[config.mk]
export PLATFORM = sky130hd
export DESIGN_NAME = load_store_unit_flat
export DESIGN_NICKNAME = d
export VERILOG_FILES = /design/src/rtl/load_store_unit_if.sv /design/src/rtl/load_store_unit.sv /design/src/flat_wrapper.sv
export SDC_FILE = /design/constraint.sdc
export NUM_CORES = 1
export LEC_CHECK = 0
export CAP_MARGIN = 15
export CORE_MARGIN = 1.5
export CORE_UTILIZATION = 45
export CTS_CLUSTER_SIZE = 8
export DETAILED_ROUTE_END_ITERATION = 8
export GPL_TIMING_DRIVEN = 0
export HOLD_SLACK_MARGIN = 0.08
export PLACE_DENSITY_LB_ADDON = 0.3
export SYNTH_ARGS = -nofsm -noshare
export SYNTH_HDL_FRONTEND = slang
export SYNTH_SLANG_ARGS = --single-unit
[constraint.sdc]
create_clock -name clk -period 2.23 [get_ports clk]
set_input_delay 0.3345 -clock clk [delete_from_list [all_inputs] [get_ports clk]]
set_output_delay 0.3345 -clock clk [all_outputs]
set_load 0.005 [all_outputs]
[src/rtl/load_store_unit_if.sv]
// Bundle of the request/response handshake and the datamem word port
// used by load_store_unit. The slave modport is the LSU's view; the
// master modport is the environment (execute stage plus datamem).
interface load_store_unit_if;
    logic        req_valid;
    logic        req_ready;
    logic        req_store;
    logic [1:0]  req_size;
    logic        req_signed;
    logic [31:0] req_addr;
    logic [31:0] req_wdata;
    logic        rsp_valid;
    logic [31:0] rsp_rdata;
    logic        rsp_err;
    logic        mem_we;
    logic [31:0] mem_addr;
    logic [31:0] mem_wdata;
    logic [31:0] mem_rdata;

    modport slave (
        input  req_valid, req_store, req_size, req_signed, req_addr, req_wdata, mem_rdata,
        output req_ready, rsp_valid, rsp_rdata, rsp_err, mem_we, mem_addr, mem_wdata
    );

    modport master (
        output req_valid, req_store, req_size, req_signed, req_addr, req_wdata, mem_rdata,
        input  req_ready, rsp_valid, rsp_rdata, rsp_err, mem_we, mem_addr, mem_wdata
    );
endinterface

[src/rtl/load_store_unit.sv]
// load_store_unit: byte/half/word loads and stores onto a word-addressed
// datamem. Sub-word stores use read-modify-write; loads are lane-extracted
// and sign/zero extended (little-endian). All outputs are registered.
// Optional feature macro: LSU_ERR_CHECK_EN (alignment, size and range
// checking with rsp_err). Without it misaligned accesses are aligned down,
// size 11 acts as word and rsp_err stays 0.
module load_store_unit #(
    parameter int MEM_DEPTH = 128
) (
    input logic               clk,
    input logic               reset_n,
    load_store_unit_if.slave  bus
);

    typedef enum logic [1:0] {IDLE, RD, WR, RESP} state_t;

    localparam logic [1:0] SIZE_BYTE = 2'b00;
    localparam logic [1:0] SIZE_HALF = 2'b01;
    localparam logic [1:0] SIZE_WORD = 2'b10;

    state_t      state, state_next;

    logic        lat_store;
    logic [1:0]  lat_size;
    logic        lat_signed;
    logic [1:0]  lat_lane;
    logic [15:0] lat_wdata;

    logic        ready_q, ready_next;
    logic        rsp_valid_q, rsp_valid_next;
    logic [31:0] rsp_rdata_q, rsp_rdata_next;
    logic        rsp_err_q, rsp_err_next;
    logic        mem_we_q, mem_we_next;
    logic [31:0] mem_addr_q, mem_addr_next;
    logic [31:0] mem_wdata_q, mem_wdata_next;

    logic        accept;
    logic [1:0]  size_eff;
    logic        req_err;

    assign accept = bus.req_valid & ready_q;

`ifdef LSU_ERR_CHECK_EN
    assign size_eff = bus.req_size;
    assign req_err  = (bus.req_size == 2'b11)
                    | ((bus.req_size == SIZE_HALF) & bus.req_addr[0])
                    | ((bus.req_size == SIZE_WORD) & (bus.req_addr[1:0] != 2'b00))
                    | ({2'b00, bus.req_addr[31:2]} >= $unsigned(MEM_DEPTH));
`else
    assign size_eff = (bus.req_size == 2'b11) ? SIZE_WORD : bus.req_size;
    assign req_err  = 1'b0;
`endif

    // Pick the addressed lane out of a memory word and extend it to 32 bits.
    function automatic logic [31:0] extract(input logic [31:0] word, input logic [1:0] size,
                                            input logic [1:0] lane, input logic sgn);
        logic [31:0] shifted;
        logic [15:0] half;
        shifted = word >> {lane, 3'b000};
        half    = lane[1] ? word[31:16] : word[15:0];
        case (size)
            SIZE_BYTE: extract = {{24{sgn & shifted[7]}}, shifted[7:0]};
            SIZE_HALF: extract = {{16{sgn & half[15]}}, half};
            default:   extract = word;
        endcase
    endfunction

    // Replace only the addressed byte/half lane of the word that was read.
    function automatic logic [31:0] merge(input logic [31:0] word, input logic [1:0] size,
                                          input logic [1:0] lane, input logic [15:0] wdata);
        logic [31:0] mask;
        logic [31:0] data;
        if (size == SIZE_BYTE) begin
            mask = 32'h0000_00FF << {lane, 3'b000};
            data = {24'h0, wdata[7:0]} << {lane, 3'b000};
        end else begin
            mask = 32'h0000_FFFF << {lane[1], 4'b0000};
            data = {16'h0, wdata} << {lane[1], 4'b0000};
        end
        merge = (word & ~mask) | (data & mask);
    endfunction

    // State register; reset aborts any in-flight access straight to IDLE.
    always_ff @(posedge clk or negedge reset_n) begin
        if (!reset_n) state <= IDLE;
        else          state <= state_next;
    end

    // Capture the request fields needed after acceptance.
    always_ff @(posedge clk or negedge reset_n) begin
        if (!reset_n) begin
            lat_store  <= 1'b0;
            lat_size   <= SIZE_BYTE;
            lat_signed <= 1'b0;
            lat_lane   <= 2'b00;
            lat_wdata  <= 16'h0;
        end else if (accept) begin
            lat_store  <= bus.req_store;
            lat_size   <= size_eff;
            lat_signed <= bus.req_signed;
            lat_lane   <= bus.req_addr[1:0];
            lat_wdata  <= bus.req_wdata[15:0];
        end
    end

    // Next state and next registered outputs; outputs describe the state being entered.
    always_comb begin
        state_next     = state;
        ready_next     = 1'b0;
        rsp_valid_next = 1'b0;
        rsp_rdata_next = 32'h0;
        rsp_err_next   = 1'b0;
        mem_we_next    = 1'b0;
        mem_addr_next  = mem_addr_q;
        mem_wdata_next = mem_wdata_q;
        case (state)
            IDLE: begin
                if (accept) begin
                    mem_addr_next = {2'b00, bus.req_addr[31:2]};
                    if (req_err) begin
                        state_next     = RESP;
                        rsp_valid_next = 1'b1;
                        rsp_err_next   = 1'b1;
                    end else if (bus.req_store && size_eff == SIZE_WORD) begin
                        state_next     = WR;
                        mem_we_next    = 1'b1;
                        mem_wdata_next = bus.req_wdata;
                    end else begin
                        state_next = RD;
                    end
                end else begin
                    ready_next = 1'b1;
                end
            end
            RD: begin
                if (lat_store) begin
                    state_next     = WR;
                    mem_we_next    = 1'b1;
                    mem_wdata_next = merge(bus.mem_rdata, lat_size, lat_lane, lat_wdata);
                end else begin
                    state_next     = RESP;
                    rsp_valid_next = 1'b1;
                    rsp_rdata_next = extract(bus.mem_rdata, lat_size, lat_lane, lat_signed);
                end
            end
            WR: begin
                state_next     = RESP;
                rsp_valid_next = 1'b1;
            end
            RESP: begin
                state_next = IDLE;
                ready_next = 1'b1;
            end
            default: begin
                state_next = IDLE;
                ready_next = 1'b1;
            end
        endcase
    end

    // Output registers; mem_we falls asynchronously with reset.
    always_ff @(posedge clk or negedge reset_n) begin
        if (!reset_n) begin
            ready_q     <= 1'b1;
            rsp_valid_q <= 1'b0;
            rsp_rdata_q <= 32'h0;
            rsp_err_q   <= 1'b0;
            mem_we_q    <= 1'b0;
            mem_addr_q  <= 32'h0;
            mem_wdata_q <= 32'h0;
        end else begin
            ready_q     <= ready_next;
            rsp_valid_q <= rsp_valid_next;
            rsp_rdata_q <= rsp_rdata_next;
            rsp_err_q   <= rsp_err_next;
            mem_we_q    <= mem_we_next;
            mem_addr_q  <= mem_addr_next;
            mem_wdata_q <= mem_wdata_next;
        end
    end

    assign bus.req_ready = ready_q;
    assign bus.rsp_valid = rsp_valid_q;
    assign bus.rsp_rdata = rsp_rdata_q;
    assign bus.rsp_err   = rsp_err_q;
    assign bus.mem_we    = mem_we_q;
    assign bus.mem_addr  = mem_addr_q;
    assign bus.mem_wdata = mem_wdata_q;

endmodule

[src/flat_wrapper.sv]
// flat-port wrapper written by rule: the top's interface ports become plain ports
module load_store_unit_flat 
#(
    parameter int MEM_DEPTH = 128
)
  (clk, reset_n, bus_req_valid, bus_req_store, bus_req_size, bus_req_signed, bus_req_addr, bus_req_wdata, bus_mem_rdata, bus_req_ready, bus_rsp_valid, bus_rsp_rdata, bus_rsp_err, bus_mem_we, bus_mem_addr, bus_mem_wdata);
  load_store_unit_if bus_i ();
  input logic clk;
  input logic reset_n;
  input wire logic [$bits(bus_i.req_valid)-1:0] bus_req_valid;
  input wire logic [$bits(bus_i.req_store)-1:0] bus_req_store;
  input wire logic [$bits(bus_i.req_size)-1:0] bus_req_size;
  input wire logic [$bits(bus_i.req_signed)-1:0] bus_req_signed;
  input wire logic [$bits(bus_i.req_addr)-1:0] bus_req_addr;
  input wire logic [$bits(bus_i.req_wdata)-1:0] bus_req_wdata;
  input wire logic [$bits(bus_i.mem_rdata)-1:0] bus_mem_rdata;
  output wire logic [$bits(bus_i.req_ready)-1:0] bus_req_ready;
  output wire logic [$bits(bus_i.rsp_valid)-1:0] bus_rsp_valid;
  output wire logic [$bits(bus_i.rsp_rdata)-1:0] bus_rsp_rdata;
  output wire logic [$bits(bus_i.rsp_err)-1:0] bus_rsp_err;
  output wire logic [$bits(bus_i.mem_we)-1:0] bus_mem_we;
  output wire logic [$bits(bus_i.mem_addr)-1:0] bus_mem_addr;
  output wire logic [$bits(bus_i.mem_wdata)-1:0] bus_mem_wdata;
  assign bus_i.req_valid = bus_req_valid;
  assign bus_i.req_store = bus_req_store;
  assign bus_i.req_size = bus_req_size;
  assign bus_i.req_signed = bus_req_signed;
  assign bus_i.req_addr = bus_req_addr;
  assign bus_i.req_wdata = bus_req_wdata;
  assign bus_i.mem_rdata = bus_mem_rdata;
  assign bus_req_ready = bus_i.req_ready;
  assign bus_rsp_valid = bus_i.rsp_valid;
  assign bus_rsp_rdata = bus_i.rsp_rdata;
  assign bus_rsp_err = bus_i.rsp_err;
  assign bus_mem_we = bus_i.mem_we;
  assign bus_mem_addr = bus_i.mem_addr;
  assign bus_mem_wdata = bus_i.mem_wdata;
  load_store_unit #(.MEM_DEPTH(MEM_DEPTH)) u_core (.clk(clk), .reset_n(reset_n), .bus(bus_i));
endmodule
Yosys cells after proc, flatten, opt, wreduce, memory -nomap -nowiden
Index checks and enable logic that the tools add are counted.
{"block": "word_totals", "n_memories": 0, "rom_bits": 0, "latch_bits": 0, "input_bits": 103, "word_cells": 66, "ramBits": 0, "register_bits": 121}
{"block": "classes", "reduce_logical": 6, "addsub": 0, "order_cmp": 0, "bitwise_logic": 7, "n_mux": 27, "n_eq_ne": 9, "n_div": 0, "mul": 0, "shifts": 5}
{"operator": "32-bit two-way mux", "n": 11}
{"operator": "32-bit case mux with 2 select lines", "n": 2}
{"operator": "32-bit bitwise AND", "n": 2}
{"operator": "32-bit inverter", "n": 1}
{"operator": "32-bit bitwise OR", "n": 1}
{"operator": "16-bit by 5-bit left shift with 32-bit output", "n": 1}
{"operator": "16-bit by 5-bit left shift with 32-bit output, first input constant", "n": 1}
{"operator": "8-bit by 5-bit left shift with 32-bit output", "n": 1}
{"operator": "8-bit by 5-bit left shift with 32-bit output, first input constant", "n": 1}
{"operator": "32-bit by 5-bit >> shifter with 8-bit output", "n": 1}
{"operator": "16-bit two-way mux", "n": 1}
{"operator": "2-bit equality test, second input constant", "n": 4}
{"operator": "2-bit case mux with 4 select lines", "n": 1}
{"operator": "1-bit two-way mux", "n": 6}
{"operator": "2-bit two-way mux", "n": 3}
{"operator": "2-bit by 1-bit inequality test with 1-bit output, second input constant", "n": 3}
{"operator": "1-bit case mux with 2 select lines", "n": 3}
{"operator": "2-bit by 1-bit equality test with 1-bit output, second input constant", "n": 2}
{"operator": "2-bit zero test", "n": 2}
{"operator": "4-bit AND reduction", "n": 1}
{"operator": "1-bit bitwise AND", "n": 3}
{"operator": "2-bit AND reduction", "n": 1}
{"operator": "2-bit nonzero test", "n": 1}
{"operator": "1-bit logical AND", "n": 1}

Logic depth before layout (Yosys ltp)
Gate-level depths: netlist of run 1.
{"block": "logic_depth", "word_depth": 9, "mapped_depth": 8}

Worst setup path after synthesis of run 1
OpenSTA, ideal clock, no wires.
{"block": "synth_path", "kind": "register to register", "start": "register u_core.state[1]", "end": "register u_core.mem_wdata_q[0], in the netlist u_core.bus.mem_wdata[0]", "t_required_ns": 2.150, "setup_time_ns": 0.080, "period_less_slack_ns": 1.806, "slack_ns": 0.424, "arrival_time_ns": 1.726, "stages_incl_launch_ff": 9, "path_buffers": 2, "cell_sequence": "dfrtp_1 inv_1 ha_1 nor2b_1 clkbuf_1 a211oi_4 nand2_2 buf_2 o211ai_2"}
{"block": "synth_via", "elab_chain_cells": 3, "word_cells_on_any_way": 8, "classes_between": "eq/ne (4); mux (1); reduce/logical (3)"}
{"element": "start: declaration", "line": "load_store_unit.sv:21", "rtl": "state_t state, state_next;"}
{"element": "start signal: assignment", "line": "load_store_unit.sv:86", "rtl": "else state <= state_next;"}
{"element": "2-bit by 1-bit equality test with 1-bit output or 2-bit zero test (tied branches)", "line": "load_store_unit.sv:116", "rtl": "case (state)"}
{"element": "2-bit by 1-bit inequality test with 1-bit output (no source line) or 2-bit nonzero test (tied branches)"}
{"element": "4-bit AND reduction (no source line)"}
{"element": "end signal: assignment", "line": "load_store_unit.sv:178", "rtl": "mem_wdata_q <= mem_wdata_next;"}
{"element": "end: declaration", "line": "load_store_unit.sv:35", "rtl": "logic [31:0] mem_wdata_q, mem_wdata_next;"}
Parallel ways exist; a longest one is shown, timed or not.
A chain may end at the register's enable or synchronous reset.

Worst setup path in the final report of run 1
{"block": "layout_path", "start": "register u_core.state[1]", "end": "register u_core.mem_addr_q[2], in the netlist u_core.bus.mem_addr[2]"}
{"block": "layout_via", "elab_chain_cells": 2}
{"element": "2-bit zero test", "line": "load_store_unit.sv:116"}
{"element": "2-bit AND reduction (no source line)"}
{"element": "end signal: assignment", "line": "load_store_unit.sv:177", "rtl": "mem_addr_q <= mem_addr_next;"}
{"element": "end: declaration", "line": "load_store_unit.sv:34", "rtl": "logic [31:0] mem_addr_q, mem_addr_next;"}
Every way passes these cells.

==> results.toml, run 1 <==
[die]
die_w_um = 115
coreArea_um2 = 12100
pin_count = 203
initial_core_util = 0.466
die_area_um2 = 13200
die_h_um = 115
rows = 40

[power_and_ir_drop]
leakagePower_nw = 3.76
powerDensity_nw_per_um2 = 1450
combPwrFrac = 0.481
sw_frac_of_total = 0.356
peakVddDrop_mv = 0.629
p_clk_frac = 0.213
switchingPower_mw = 4.39
power.internal_mw = 7.94
p_seq_frac = 0.306

[synth]
avgSynthCellArea_um2 = 11.8
synth_area_leaders = "dfrtp_1 53%, mux2_2 12%, mux2i_1 3.2%"
yosysTopAreaCell = "dfrtp_1"
synthArstFlopShare = 1.00
synth_edf_count = 0
synth_area_um2 = 5640
synth_flop_cell = "dfrtp_1"
synth.ff_latch_count = 121
synth-warning-count = 0
netlist-cell-type-count = 47
synth_cells = 477
synth.top_cell.area_share = 0.532
yosysSeqAreaShare = 0.537

[global_route]
track_usage = 0.270
first_global_vias = 4961
antenna_found_initial = 0
grt_max_degree = 73
grt-ovfl-total = 0
grt_pass1_wl_mm = 26.8

[setup_path]
criticalPathCategory = "reg2reg"
slowest_delay_ns = 0.49
end_kind = "register"
worstPathRequired_ns = 2.53
crit_slowest_cell = "buf_1"
rrSetupSlack_ns = 0.20
cp-start-kind = "register"
path_max_fanout = 10
cp.arrival_ns = 2.33
crit_chain = "inv_1, ha_1, buf_2, nand3_1, buf_1, mux2_2"

[cts]
clk_path_buf_depth = 2
cts_tree = "done"
clkLatencyLatePin_ns = 0.42
h-tree-depth = 4
cts.sinks = 121
clk_pin_slew_ns = 0.05
root_buffer = "clkbuf_16"
numCtsBuffers = 17

[timing]
fin_crit_sh = 0.912
hold_viol_final = 0
worst_pin_slew_ns = 0.625
holdWs_ns = 0.425
layout_min_cycle_time_ns = 2.03
finalMaxSlewViolations = 0
rsz0062_at_grt = "false"
setup_viol = 0
clock_skew_ns = 0.00797
timing.fmax_mhz = 492
maxSlewHeadroom = 0.583

[detailed_routing]
drtIter0Drc = 422
viasPerCell = 5.61
first_pass_iters = 5
wirelength_mm = 17.7
num_vias = 4933
ant_nets = 0
routedWlPerCell_um = 20.1
drcViolationCount = 0

[run]
drv_cap = 0

[placed_design]
placedCellCount = 847
place.detailed.hpwl_mm = 13.1
port_buffers = 199
dpl_cell_area_um2 = 7880
gp_congestion = 0.856

[layout]
fin_area_um2 = 8490
stdcell_count = 880
antenna_cells = 0
final_core_util = 0.701
final_layout_size_suffix_gt1_frac = 0.192
final_cell_mix = "198 x clkdlybuf4s50_1, 120 x dfrtp_1, 58 x mux2_2, 29 x nand2_1, 27 x nor2_1"
nets = 807
multi_input_area_um2 = 2410
area_delta_synth_final_pct = 50.5
fill_cells = 913
regArea_um2 = 3030
final_common_cell = "clkdlybuf4s50_1"

[hold_path]
hp-class = "in2async"

[run_status]
status = "finished, final reports clean"
[area by class of cell]
cell class                      count  share of cell area
Sequential cell                   121               0.357
Multi-Input combinational cell    310               0.283
Timing Repair Buffer              202               0.242
Clock buffer                       23              0.0551
Tap cell                          168              0.0248
Buffer                             35              0.0214
Clock inverter                      9              0.0115
Inverter                           12             0.00531
[kinds of logic (layout without fill, tap and decap cells)]
logic type / after synthesis / after routing / share of synthesized area
and+or+nand+nor: 107 / 107 / 0.0985
DFF: 121 / 121 / 0.537
AOI/OAI and AO/OA: 119 / 119 / 0.165
adders and majority gates: 5 / 5 / 0.0111
other: 1 / 3 / 0.000665
buffers and inverters: 48 / 281 / 0.0397
muxes: 76 / 76 / 0.148
[per-layer routing]
layer  routed length [um]  up-vias  GRT usage  share of wire
met5                    0        -          0              0
met2                 8700      244      0.440           0.49
met1                 7310     2457      0.354           0.41
met3                 1170       44     0.0564          0.066
met4                  513        0      0.113          0.029
li1                     -     2188          -              -
[synth_stat cells (2+ instances only)]
cell type	number
o211ai_1	6
buf_4	4
o21ai_0	10
o221a_2	6
nor2_1	28
inv_1	12
buf_2	11
a211oi_1	5
ha_1	5
and2_1	4
nand3b_1	16
dfrtp_1	120
buf_6	2
nand2_1	29
mux2_2	58
mux2i_1	18
o22ai_1	6
o221ai_1	11
a31oi_1	18
nand3_1	2
a21oi_1	13
o211ai_2	10
o22a_1	9
nand2b_1	15
a21o_1	16
buf_1	4
clkbuf_1	15
nor3_1	5
[worst paths after layout]
| check | start | end | depth (start not counted) |
|---|---|---|---|
| setup / recovery | u_core.state[1]$_DFFE_PN0N_ | u_core.bus.mem_addr[2]$_DFFE_PN0P_ | 6 |
| hold / removal | reset_n | u_core.bus.rsp_rdata[3]$_DFF_PN0_ | 2 |
| setup reg to reg | u_core.state[1]$_DFFE_PN0N_ | u_core.bus.mem_addr[2]$_DFFE_PN0P_ | 6 |
| hold reg to reg | u_core.bus.mem_wdata[22]$_DFFE_PN0P_ | u_core.bus.mem_wdata[22]$_DFFE_PN0P_ | 2 |
| max in group asynchronous | reset_n | u_core.bus.req_ready$_DFF_PN1_ | 3 |
| min in group clk | u_core.bus.mem_wdata[22]$_DFFE_PN0P_ | u_core.bus.mem_wdata[22]$_DFFE_PN0P_ | 2 |
[registers in the layout (all words and copies together) (netlist names)]
| signal | count |
|---|---|
| u_core.lat_size | 2 |
| u_core.bus.rsp_valid | 1 |
| u_core.bus.mem_wdata | 32 |
| u_core.bus.mem_addr | 30 |
| u_core.lat_store | 1 |
| u_core.bus.mem_we | 1 |
| u_core.lat_lane | 2 |
| u_core.lat_wdata | 16 |
| u_core.lat_signed | 1 |
| u_core.bus.req_ready | 1 |
| u_core.bus.rsp_rdata | 32 |
| u_core.state | 2 |
[power by group through the flow]
stage	sequential, mW	combinational [mW]	clock, mW
finish	3.77	5.93	2.63
global route	3.87	6.34	2.75
CTS	3.75	5.88	2.66
detailed placement	3.78	5.75	0
global placement	3.73	5.58	0
floorplan	3.70	3.12	0
[timing repair]
item,in CTS,in global routing
hold buffers,1,0
cloned,0,0
buffers inserted,1,0
pin swaps,1,0
gates resized for setup,2,9
hold endpoints to repair,49,0
setup endpoints to repair,32,35
[critical path, delay by kind of cell, from the launching register on]
family / cells / cell delay, ns
simple gates: 1 / 0.17
buf+inv: 3 / 0.76
flops: 1 / 0.40
mux: 1 / 0.41
fa+ha+maj: 1 / 0.18
[stage by stage]
stage               worst slack [ns]  power [mW]  TNS [ns]
finish                         0.196        12.3         0
global route                  0.0416        13.0         0
CTS                           0.0328        12.3         0
detailed placement            -0.121        9.53     -1.68
global placement               -3.71        9.31   -446.94
floorplan                      0.424        6.81         0
No activity file was read; power rests on OpenSTA's default activity.
==> run 2: changes to the inputs <==
--- a/config.mk
+++ b/config.mk
@@ -6,10 +6,10 @@
 export NUM_CORES = 1
 export LEC_CHECK = 0
 export CAP_MARGIN = 15
-export CORE_MARGIN = 1.5
 export CORE_UTILIZATION = 45
 export CTS_CLUSTER_SIZE = 8
 export DETAILED_ROUTE_END_ITERATION = 8
+export GPL_ROUTABILITY_DRIVEN = 0
 export GPL_TIMING_DRIVEN = 0
 export HOLD_SLACK_MARGIN = 0.08
 export PLACE_DENSITY_LB_ADDON = 0.3
==> results.toml, run 2 (synthesis gave the netlist of run 1 again) <==
[placed_design]
dp_slack_ns = -0.131
place.detailed.hpwl_mm = 12.8
port_buffers = 199
placedCellCount = 847

[detailed_routing]
drcViolationCount = 0
routedWlPerCell_um = 19.3
num_vias = 4805
viasPerCell = 5.47
wl_met1_mm = 6.91
wirelength_mm = 17.0
drtIter0Drc = 344
ant_nets = 0
dr_wl_met2_mm = 8.26
wl_met3_mm = 1.28
highest_layer = "met4"
first_pass_iters = 5

[cts]
cts_tree = "done"
cts.sinks = 121
clk_pin_slew_ns = 0.05
numCtsBuffers = 17
root_buffer = "clkbuf_16"
clk_path_buf_depth = 2
h-tree-depth = 4
clkLatencyLatePin_ns = 0.42

[die]
coreArea_um2 = 12100
rows = 40
pin_count = 203
die_area_um2 = 13000
initial_core_util = 0.466
die_w_um = 114
die_h_um = 114

[setup_path]
crit_slowest_cell = "dfrtp_1"
criticalPathCategory = "reg2reg"
cp.arrival_ns = 2.43
critPathTopFamily = "buffers and inverters"
cp-start-kind = "register"
end_kind = "register"
crit_chain = "inv_1, ha_1, nor2b_1, clkbuf_2, a211oi_4, buf_4, nand2_2, buf_4, o211ai_2"
path_common_cell = "buf_4"
critPathBufInv = 4
worstPathRequired_ns = 2.57
path_max_fanout = 10
slowest_delay_ns = 0.39

[layout]
final_core_util = 0.697
area_delta_synth_final_pct = 49.7
nets = 809
antenna_cells = 0
final_cell_mix = "198 x clkdlybuf4s50_1, 120 x dfrtp_1, 58 x mux2_2, 29 x nand2_1, 27 x nor2_1"
stdcell_count = 878
final_common_cell = "clkdlybuf4s50_1"
final_layout_size_suffix_gt1_frac = 0.189

[power_and_ir_drop]
powerDensity_nw_per_um2 = 1430
peakVddDrop_mv = 0.725
leakagePower_nw = 3.74

[timing]
finalMaxSlewViolations = 0
maxSlewHeadroom = 0.580
rsz0062_at_grt = "false"
clock_skew_ns = 0.00849
layout_min_cycle_time_ns = 2.09
worst_slack_ns = 0.136
timing.fmax_mhz = 477
fin_setup_tns_ns = 0
worst_pin_slew_ns = 0.630
hold_viol_final = 0
fin_crit_sh = 0.939
setup_viol = 0

[global_route]
grt-ovfl-total = 0
grt_pass1_wl_mm = 26.4
antenna_found_initial = 0
first_global_vias = 4844
grt_max_degree = 76
track_usage = 0.273

[hold_path]
hp-class = "in2async"

[run_status]
status = "finished, final reports clean"

[run]
drv_cap = 0
-- run 2: final timing paths --
check                                                           from  slack [ns]  cells past startpoint                                    to
worst max-delay path                     u_core.state[1]$_DFFE_PN0N_        0.14                      9   u_core.bus.mem_wdata[2]$_DFFE_PN0P_
worst min-delay path                                         reset_n        0.43                      2    u_core.bus.rsp_rdata[12]$_DFF_PN0_
worst max register to register           u_core.state[1]$_DFFE_PN0N_        0.14                      9   u_core.bus.mem_wdata[2]$_DFFE_PN0P_
worst min register to register  u_core.bus.mem_wdata[21]$_DFFE_PN0P_        0.49                      2  u_core.bus.mem_wdata[21]$_DFFE_PN0P_
max in group asynchronous                                    reset_n        1.06                      3        u_core.bus.req_ready$_DFF_PN1_
min in group clk                u_core.bus.mem_wdata[21]$_DFFE_PN0P_        0.49                      2  u_core.bus.mem_wdata[21]$_DFFE_PN0P_
-- run 2: stage by stage --
step / hold slack [ns] / cell area, um2 / total power, mW
2_1_floorplan: 0.0389 / 5650 / 6.81
3_3_place_gp: 0.476 / 7850 / 9.28
3_5_place_dp: 0.295 / 7880 / 9.48
4_1_cts: 0.434 / 8440 / 12.0
5_1_grt: 0.461 / 8450 / 12.7
6_report: 0.427 / 8450 / 12.1
-- run 2: power by group --
part	leakage, nW	total [mW]	switching, mW	internal (mW)
Combinational	1.97	5.86	2.79	3.07
Sequential	1.51	3.75	0.588	3.16
Clock	0.267	2.46	0.900	1.56
Total	3.74	12.1	4.27	7.79
-- run 2: metal layers --
| layer | global-route usage | up-vias |
|---|---|---|
| li1 | - | 2188 |
| met2 | 0.438 | 246 |
| met3 | 0.0654 | 40 |
| met5 | 0 | - |
| met4 | 0.125 | 0 |
| met1 | 0.352 | 2331 |
-- run 2: worst register-to-register path, stage by stage, from the launching register on --
cell and delay [ns]:
dfrtp_1 0.39, inv_1 0.10, ha_1 0.22, nor2b_1 0.13, clkbuf_2 0.21, a211oi_4 0.27
buf_4 0.17, nand2_2 0.12, buf_4 0.23, o211ai_2 0.17
-- run 2: what timing repair did --
action / CTS / global route
endpoints found under the setup margin: 9 / 30
hold buffers: 1 / 0
setup buffers: 2 / 0
pin swaps: 1 / 0
resized for setup: 1 / 6
hold endpoints to repair: 46 / 0
-- run 2: cell type report --
type | count | area [um2]
fill | 883 | 3670
sequential | 121 | 3030
multi-input combinational | 310 | 2400
timing repair buffer | 203 | 2050
clock buffer | 25 | 515
tap | 168 | 210
buffer | 36 | 186
inverter | 12 | 45.0
clock inverter | 3 | 15.0
==> run 3: changes to the inputs <==
==> constraint.sdc (replaced) <==
create_clock -name clk -period 2.23 [get_ports clk]
set_input_delay 0.223 -clock clk [delete_from_list [all_inputs] [get_ports clk]]
set_output_delay 0.223 -clock clk [all_outputs]
set_load 0.005 [all_outputs]
==> results of run 3 <==
The final DEF is identical to that of run 2. Status: finished, final reports clean.
Main changes from that run: setup slack after placement -0.131 ns -> -0.0193 ns; hold slack 0.427 ns -> 0.316 ns
==> patch 1: new RTL, config.mk and constraints of run 1 <==
Build with the macro `LSU_ERR_CHECK_EN` defined.
--- a/src/rtl/load_store_unit.sv
+++ b/src/rtl/load_store_unit.sv
@@ -4,6 +4,8 @@
 // Optional feature macro: LSU_ERR_CHECK_EN (alignment, size and range
 // checking with rsp_err). Without it misaligned accesses are aligned down,
 // size 11 acts as word and rsp_err stays 0.
+`define LSU_ERR_CHECK_EN
+
 module load_store_unit #(
     parameter int MEM_DEPTH = 128
 ) (
Function: changed (a bounded check fails within 4 cycles, from zero or initial values and one cycle with reset_n low).
==> patch 1 against run 1 <==
Synthesized cell count increased by 17%. Core utilization down 0.43 points. Sequential cell count is 1 higher. Setup slack worse by 0.085 ns. Area after synthesis grew 6.1%. Hold slack worse by 0.0090 ns. Wire length up 11%. Cell area up 4.8%. Power decreased by 6.5%.
==> patch 1: results (changes against run 1) <==
\begin{tabular}{lr}
\hline
Metric & Value \\
\hline
\multicolumn{2}{l}{\textbf{Outcome}} \\
\quad Run status & finished, final reports clean (unchanged) \\
\multicolumn{2}{l}{\textbf{Yosys}} \\
\quad Top cell types by occurrence after synthesis & 121 x sky130\_fd\_sc\_hd\_\_dfrtp\_1, 81 x sky130\_fd\_sc\_hd\_\_nand2\_1, 61 x sky130\_fd\_sc\_hd\_\_mux2\_2 (was 120 x sky130\_fd\_sc\_hd\_\_dfrtp\_1, 58 x sky130\_fd\_sc\_hd\_\_mux2\_2, 29 x sky130\_fd\_sc\_hd\_\_nand2\_1) \\
\quad Portion of the post-synthesis area used by sequential elements & 0.5102 (was 0.5369) \\
\multicolumn{2}{l}{\textbf{Power}} \\
\quad Switching share of total power & 0.3443 (was 0.3561) \\
\quad Share of power burned in registers & 0.313 (was 0.306) \\
\quad LEAKAGE & 3.778 nW (was 3.759 nW) \\
\quad Reported clock group power & 2.84 mW (was 2.63 mW) \\
\multicolumn{2}{l}{\textbf{Final layout}} \\
\quad Layout Cells excl Fill & 963 (was 880) \\
\quad Layout net count & 886 (was 807) \\
\multicolumn{2}{l}{\textbf{Critical path}} \\
\quad Largest stage delay on the critical path & 0.41 ns (was 0.49 ns) \\
\quad Slowest stage cell on the critical path & sky130\_fd\_sc\_hd\_\_dfrtp\_1 (was sky130\_fd\_sc\_hd\_\_buf\_1) \\
\quad Data arrival time at the worst-slack endpoint & 2.42 ns (was 2.33 ns) \\
\multicolumn{2}{l}{\textbf{Detailed routing}} \\
\quad Number of DRC markers in iteration 0 & 452 (was 422) \\
\quad Wire length on met2 & 9083 microns (was 8700 microns) \\
\quad Detailed-route vias per instance & 5.764 (was 5.606) \\
\multicolumn{2}{l}{\textbf{Placement}} \\
\quad Post-place instance area & 8235 sq um (was 7880 sq um) \\
\quad Final HPWL DP & 15,060 microns (was 13,130 microns) \\
\quad Post-Place Setup Slack & -0.3288 ns (was -0.1207 ns) \\
\quad Number of placed instances, taps included & 932 (was 847) \\
\multicolumn{2}{l}{\textbf{Global route}} \\
\quad Met2 track utilization from global routing & 0.4451 (was 0.4397) \\
\quad Total GRT Usage & 0.2831 (was 0.2703) \\
\quad Met3 GRT Util & 0.07577 (was 0.05640) \\
\quad Vias in the first global route & 5,636 (was 4,961) \\
\quad Maximum number of pins on one net before global-route repair & 78 (was 73) \\
\multicolumn{2}{l}{\textbf{Timing}} \\
\quad Worst slew slack as a fraction of its limit & 0.5280 (was 0.5833) \\
\hline
\end{tabular}
## patch 1: cell count changes in the layout (fill, tap and decap cells not counted), moves of 12 or more
cell / change
sky130_fd_sc_hd__nand2b_1: -12
sky130_fd_sc_hd__nand2_1: +52
sky130_fd_sc_hd__o32ai_1: +32
sky130_fd_sc_hd__o21ai_0: +23
sky130_fd_sc_hd__a21o_1: -15
sky130_fd_sc_hd__inv_1: +16
sky130_fd_sc_hd__nor2_1: -13
sky130_fd_sc_hd__a32o_1: +16
sky130_fd_sc_hd__nand3b_1: -15
## patch 1: final cells by class
cell class | instances | area [sq um]
fill | 956 | 3876
sequential | 122 | 3054
timing repair buffer | 202 | 2041
buffer | 48 | 241.5
inverter | 29 | 112.6
clock buffer | 24 | 501.7
clock inverter | 7 | 112.6
tap | 172 | 215.2
multi-input combinational | 359 | 2619
## patch 1: cells by family after synthesis
family	share of synthesized area
AND/OR/NAND/NOR	0.08822
AO/OA/AOI/OAI	0.1900
other	0.0006265
multiplexers	0.1469
flip-flops	0.5102
adder cells (fa/ha/maj)	0.008362
buffers and inverters	0.05560
## patch 1: worst paths after layout
path / to / slack [ns] / cells after the start / start
min reg2reg: u_core.bus.mem_addr[4] / 0.50 / 1 / u_core.bus.mem_addr[4]
max: u_core.bus.mem_wdata[16] / 0.11 / 7 / u_core.state[1]
min in group clk: u_core.bus.mem_addr[4] / 0.50 / 1 / u_core.bus.mem_addr[4]
max in group asynchronous: u_core.bus.req_ready / 1.05 / 3 / reset_n
min: u_core.bus.mem_wdata[17] / 0.42 / 2 / reset_n
max reg2reg: u_core.bus.mem_wdata[16] / 0.11 / 7 / u_core.state[1]
## patch 1: what timing repair did
item | 4_1_cts | 5_1_grt
setup endpoints to repair | 18 | 40
hold buffers | 1 | 0
resized for setup | 3 | 23
endpoints found under the hold margin | 45 | 0
==> patch 2: new RTL, settings of run 1 <==
Made on the original files. `rsp_rdata_q`, `mem_addr_q` and `mem_wdata_q` no longer have a reset.
--- a/src/rtl/load_store_unit.sv
+++ b/src/rtl/load_store_unit.sv
@@ -163,20 +163,20 @@
         if (!reset_n) begin
             ready_q     <= 1'b1;
             rsp_valid_q <= 1'b0;
-            rsp_rdata_q <= 32'h0;
             rsp_err_q   <= 1'b0;
             mem_we_q    <= 1'b0;
-            mem_addr_q  <= 32'h0;
-            mem_wdata_q <= 32'h0;
         end else begin
             ready_q     <= ready_next;
             rsp_valid_q <= rsp_valid_next;
-            rsp_rdata_q <= rsp_rdata_next;
             rsp_err_q   <= rsp_err_next;
             mem_we_q    <= mem_we_next;
-            mem_addr_q  <= mem_addr_next;
-            mem_wdata_q <= mem_wdata_next;
         end
+    end
+
+    always_ff @(posedge clk) begin
+        rsp_rdata_q <= rsp_rdata_next;
+        mem_addr_q  <= mem_addr_next;
+        mem_wdata_q <= mem_wdata_next;
     end
 
     assign bus.req_ready = ready_q;
Behaviour: not the same (Yosys sat finds a counterexample within 4 cycles, from zero or initial values and one cycle with reset_n low).
==> patch 2 against run 1 <==
Power fell by 6.8%. Setup slack got worse by 0.17 ns. Non-clock buffer count rose by 6. Global-route usage fell by 0.27 points. Wire length fell by 3.4%. First-iteration DRC count rose by 21%. Cell area fell by 1.8%. Area after synthesis fell by 3.6%. Sequential cell count did not move. Critical endpoint is now u_core.bus.mem_wdata[23].
==> patch 2: results (changes against run 1) <==
\begin{tabular}{lr}
\hline
Metric & Value \\
\hline
\multicolumn{2}{l}{\textbf{Global route}} \\
\quad Maximum number of pins on one net before global-route repair & 25 (was 73) \\
\quad Total GRT Usage & 0.2677 (was 0.2703) \\
\quad Wire length of the first global-routing pass & 25,700 microns (was 26,780 microns) \\
\multicolumn{2}{l}{\textbf{Yosys}} \\
\quad Arithmetic-cell share of the synthesized area counting full adders, half adders and majority gates & 0.01150 (was 0.01109) \\
\quad Portion of the post-synthesis area used by sequential elements & 0.5845 (was 0.5369) \\
\quad Fraction of the mapped netlist area in compound gates & 0.1746 (was 0.1654) \\
\quad Most used DFF post-synth & sky130\_fd\_sc\_hd\_\_edfxtp\_1 (was sky130\_fd\_sc\_hd\_\_dfrtp\_1) \\
\quad Proportion of synthesized area in mux cells & 0.06809 (was 0.1477) \\
\quad Top cell types by occurrence after synthesis & 62 x sky130\_fd\_sc\_hd\_\_edfxtp\_1, 44 x sky130\_fd\_sc\_hd\_\_o21ai\_0, 35 x sky130\_fd\_sc\_hd\_\_nand2\_1 (was 120 x sky130\_fd\_sc\_hd\_\_dfrtp\_1, 58 x sky130\_fd\_sc\_hd\_\_mux2\_2, 29 x sky130\_fd\_sc\_hd\_\_nand2\_1) \\
\quad Share of synthesized flip-flops with an asynchronous set or reset & 0.2231 (was 1.000) \\
\quad Post-synthesis area per instance & 11.98 sq um (was 11.83 sq um) \\
\quad Number of synthesized flops with an enable pin & 62 (was 0) \\
\quad Post-synthesis cell type count & 49 (was 47) \\
\multicolumn{2}{l}{\textbf{Timing}} \\
\quad Worst slew slack as a fraction of its limit & 0.6181 (was 0.5833) \\
\multicolumn{2}{l}{\textbf{Power}} \\
\quad LEAKAGE & 3.167 nW (was 3.759 nW) \\
\multicolumn{2}{l}{\textbf{Placement}} \\
\quad Final HPWL DP & 12,410 microns (was 13,130 microns) \\
\quad Number of port buffers & 199 (unchanged) \\
\quad Post-Place Setup Slack & -0.5714 ns (was -0.1207 ns) \\
\quad RePlAce Congestion & 0.9266 (was 0.8558) \\
\quad Number of placed instances, taps included & 800 (was 847) \\
\multicolumn{2}{l}{\textbf{Detailed routing}} \\
\quad Drt first pass iters & 7 (was 5) \\
\quad Detailed-route vias per instance & 5.763 (was 5.606) \\
\quad Number of DRC markers in iteration 0 & 509 (was 422) \\
\quad Average wire per cell in the routed design & 20.45 microns (was 20.10 microns) \\
\quad Wire length on met2 & 8275 microns (was 8700 microns) \\
\quad Wire length on met1 & 6781 microns (was 7308 microns) \\
\quad Via count & 4,818 (was 4,933) \\
\multicolumn{2}{l}{\textbf{Critical path}} \\
\quad Data arrival time at the worst-slack endpoint & 2.44 ns (was 2.33 ns) \\
\multicolumn{2}{l}{\textbf{Floorplanning}} \\
\quad Die W & 112.9 microns (was 115.0 microns) \\
\multicolumn{2}{l}{\textbf{Outcome}} \\
\quad Run status & finished, final reports clean (unchanged) \\
\multicolumn{2}{l}{\textbf{Final layout}} \\
\quad Layout cells sized above 1 & 0.1616 (was 0.1924) \\
\hline
\end{tabular}
==> patch 2: power breakdown <==
part	internal (mW)	switching (mW)
Combinational	2.49	2.64
Sequential	3.36	0.402
Clock	1.67	0.933
Total	7.52	3.97
==> patch 2: per-layer routing <==
layer	global-route usage	vias up
met1	0.3428	2316
met3	0.06749	49
li1	-	2159
met5	0	-
met4	0.1042	0
met2	0.4402	294
==> patch 2: stage by stage <==
step	util	cell area, sq um
detailed placement	0.6617	7685
floorplan	-	5459
global route	0.7178	8337
finish	0.7178	8337
CTS	0.7175	8333
global placement	0.6570	7630
==> patch 2: logic make-up (layout without fill, tap and decap cells) <==
group / Yosys count / in the layout
buffers and inverters: 43 / 279
DFF: 121 / 121
AOI/OAI and AO/OA: 130 / 131
muxes: 32 / 32
adders and majority gates: 5 / 5
and+or+nand+nor: 122 / 122
other: 1 / 3
==> patch 2: timing repair <==
| action | CTS | global route |
|---|---|---|
| endpoints found under the setup margin | 32 | 28 |
| gates resized for setup | 3 | 1 |
| gates cloned | 1 | 0 |
| setup buffers | 3 | 0 |
==> patch 2: area by class of cell <==
type,count,area [sq um],area share
well taps,143,178.9,0.02146
multi-input cells,293,2077,0.2491
clock inverters,8,67.56,0.008104
plain buffers,39,209.0,0.02506
flip-flops and latches,121,3179,0.3814
clock buffers,24,503.0,0.06033
repair buffers,204,2107,0.2527
inverters,4,15.01,0.001801
==> patch 2: path summary, 6_finish.rpt <==
kind | slack [ns] | depth (start not counted) | to
setup reg to reg | 0.02 | 7 | u_core.bus.mem_wdata[23]
setup / recovery | 0.02 | 7 | u_core.bus.mem_wdata[23]
hold reg to reg | 0.50 | 1 | u_core.lat_wdata[14]
min in group clk | 0.48 | 1 | u_core.bus.mem_addr[21]
max in group asynchronous | 1.36 | 2 | u_core.bus.req_ready
hold / removal | 0.29 | 1 | u_core.lat_wdata[3]
==> patch 2: worst register-to-register path, delay by kind of cell, from the launching register on <==
| family | cells | cell delay [ns] |
|---|---|---|
| AND/OR/NAND/NOR | 1 | 0.13 |
| buffers and inverters | 4 | 1.07 |
| flip-flops | 1 | 0.41 |
| adder cells (fa/ha/maj) | 1 | 0.21 |
| AO/OA/AOI/OAI | 1 | 0.22 |
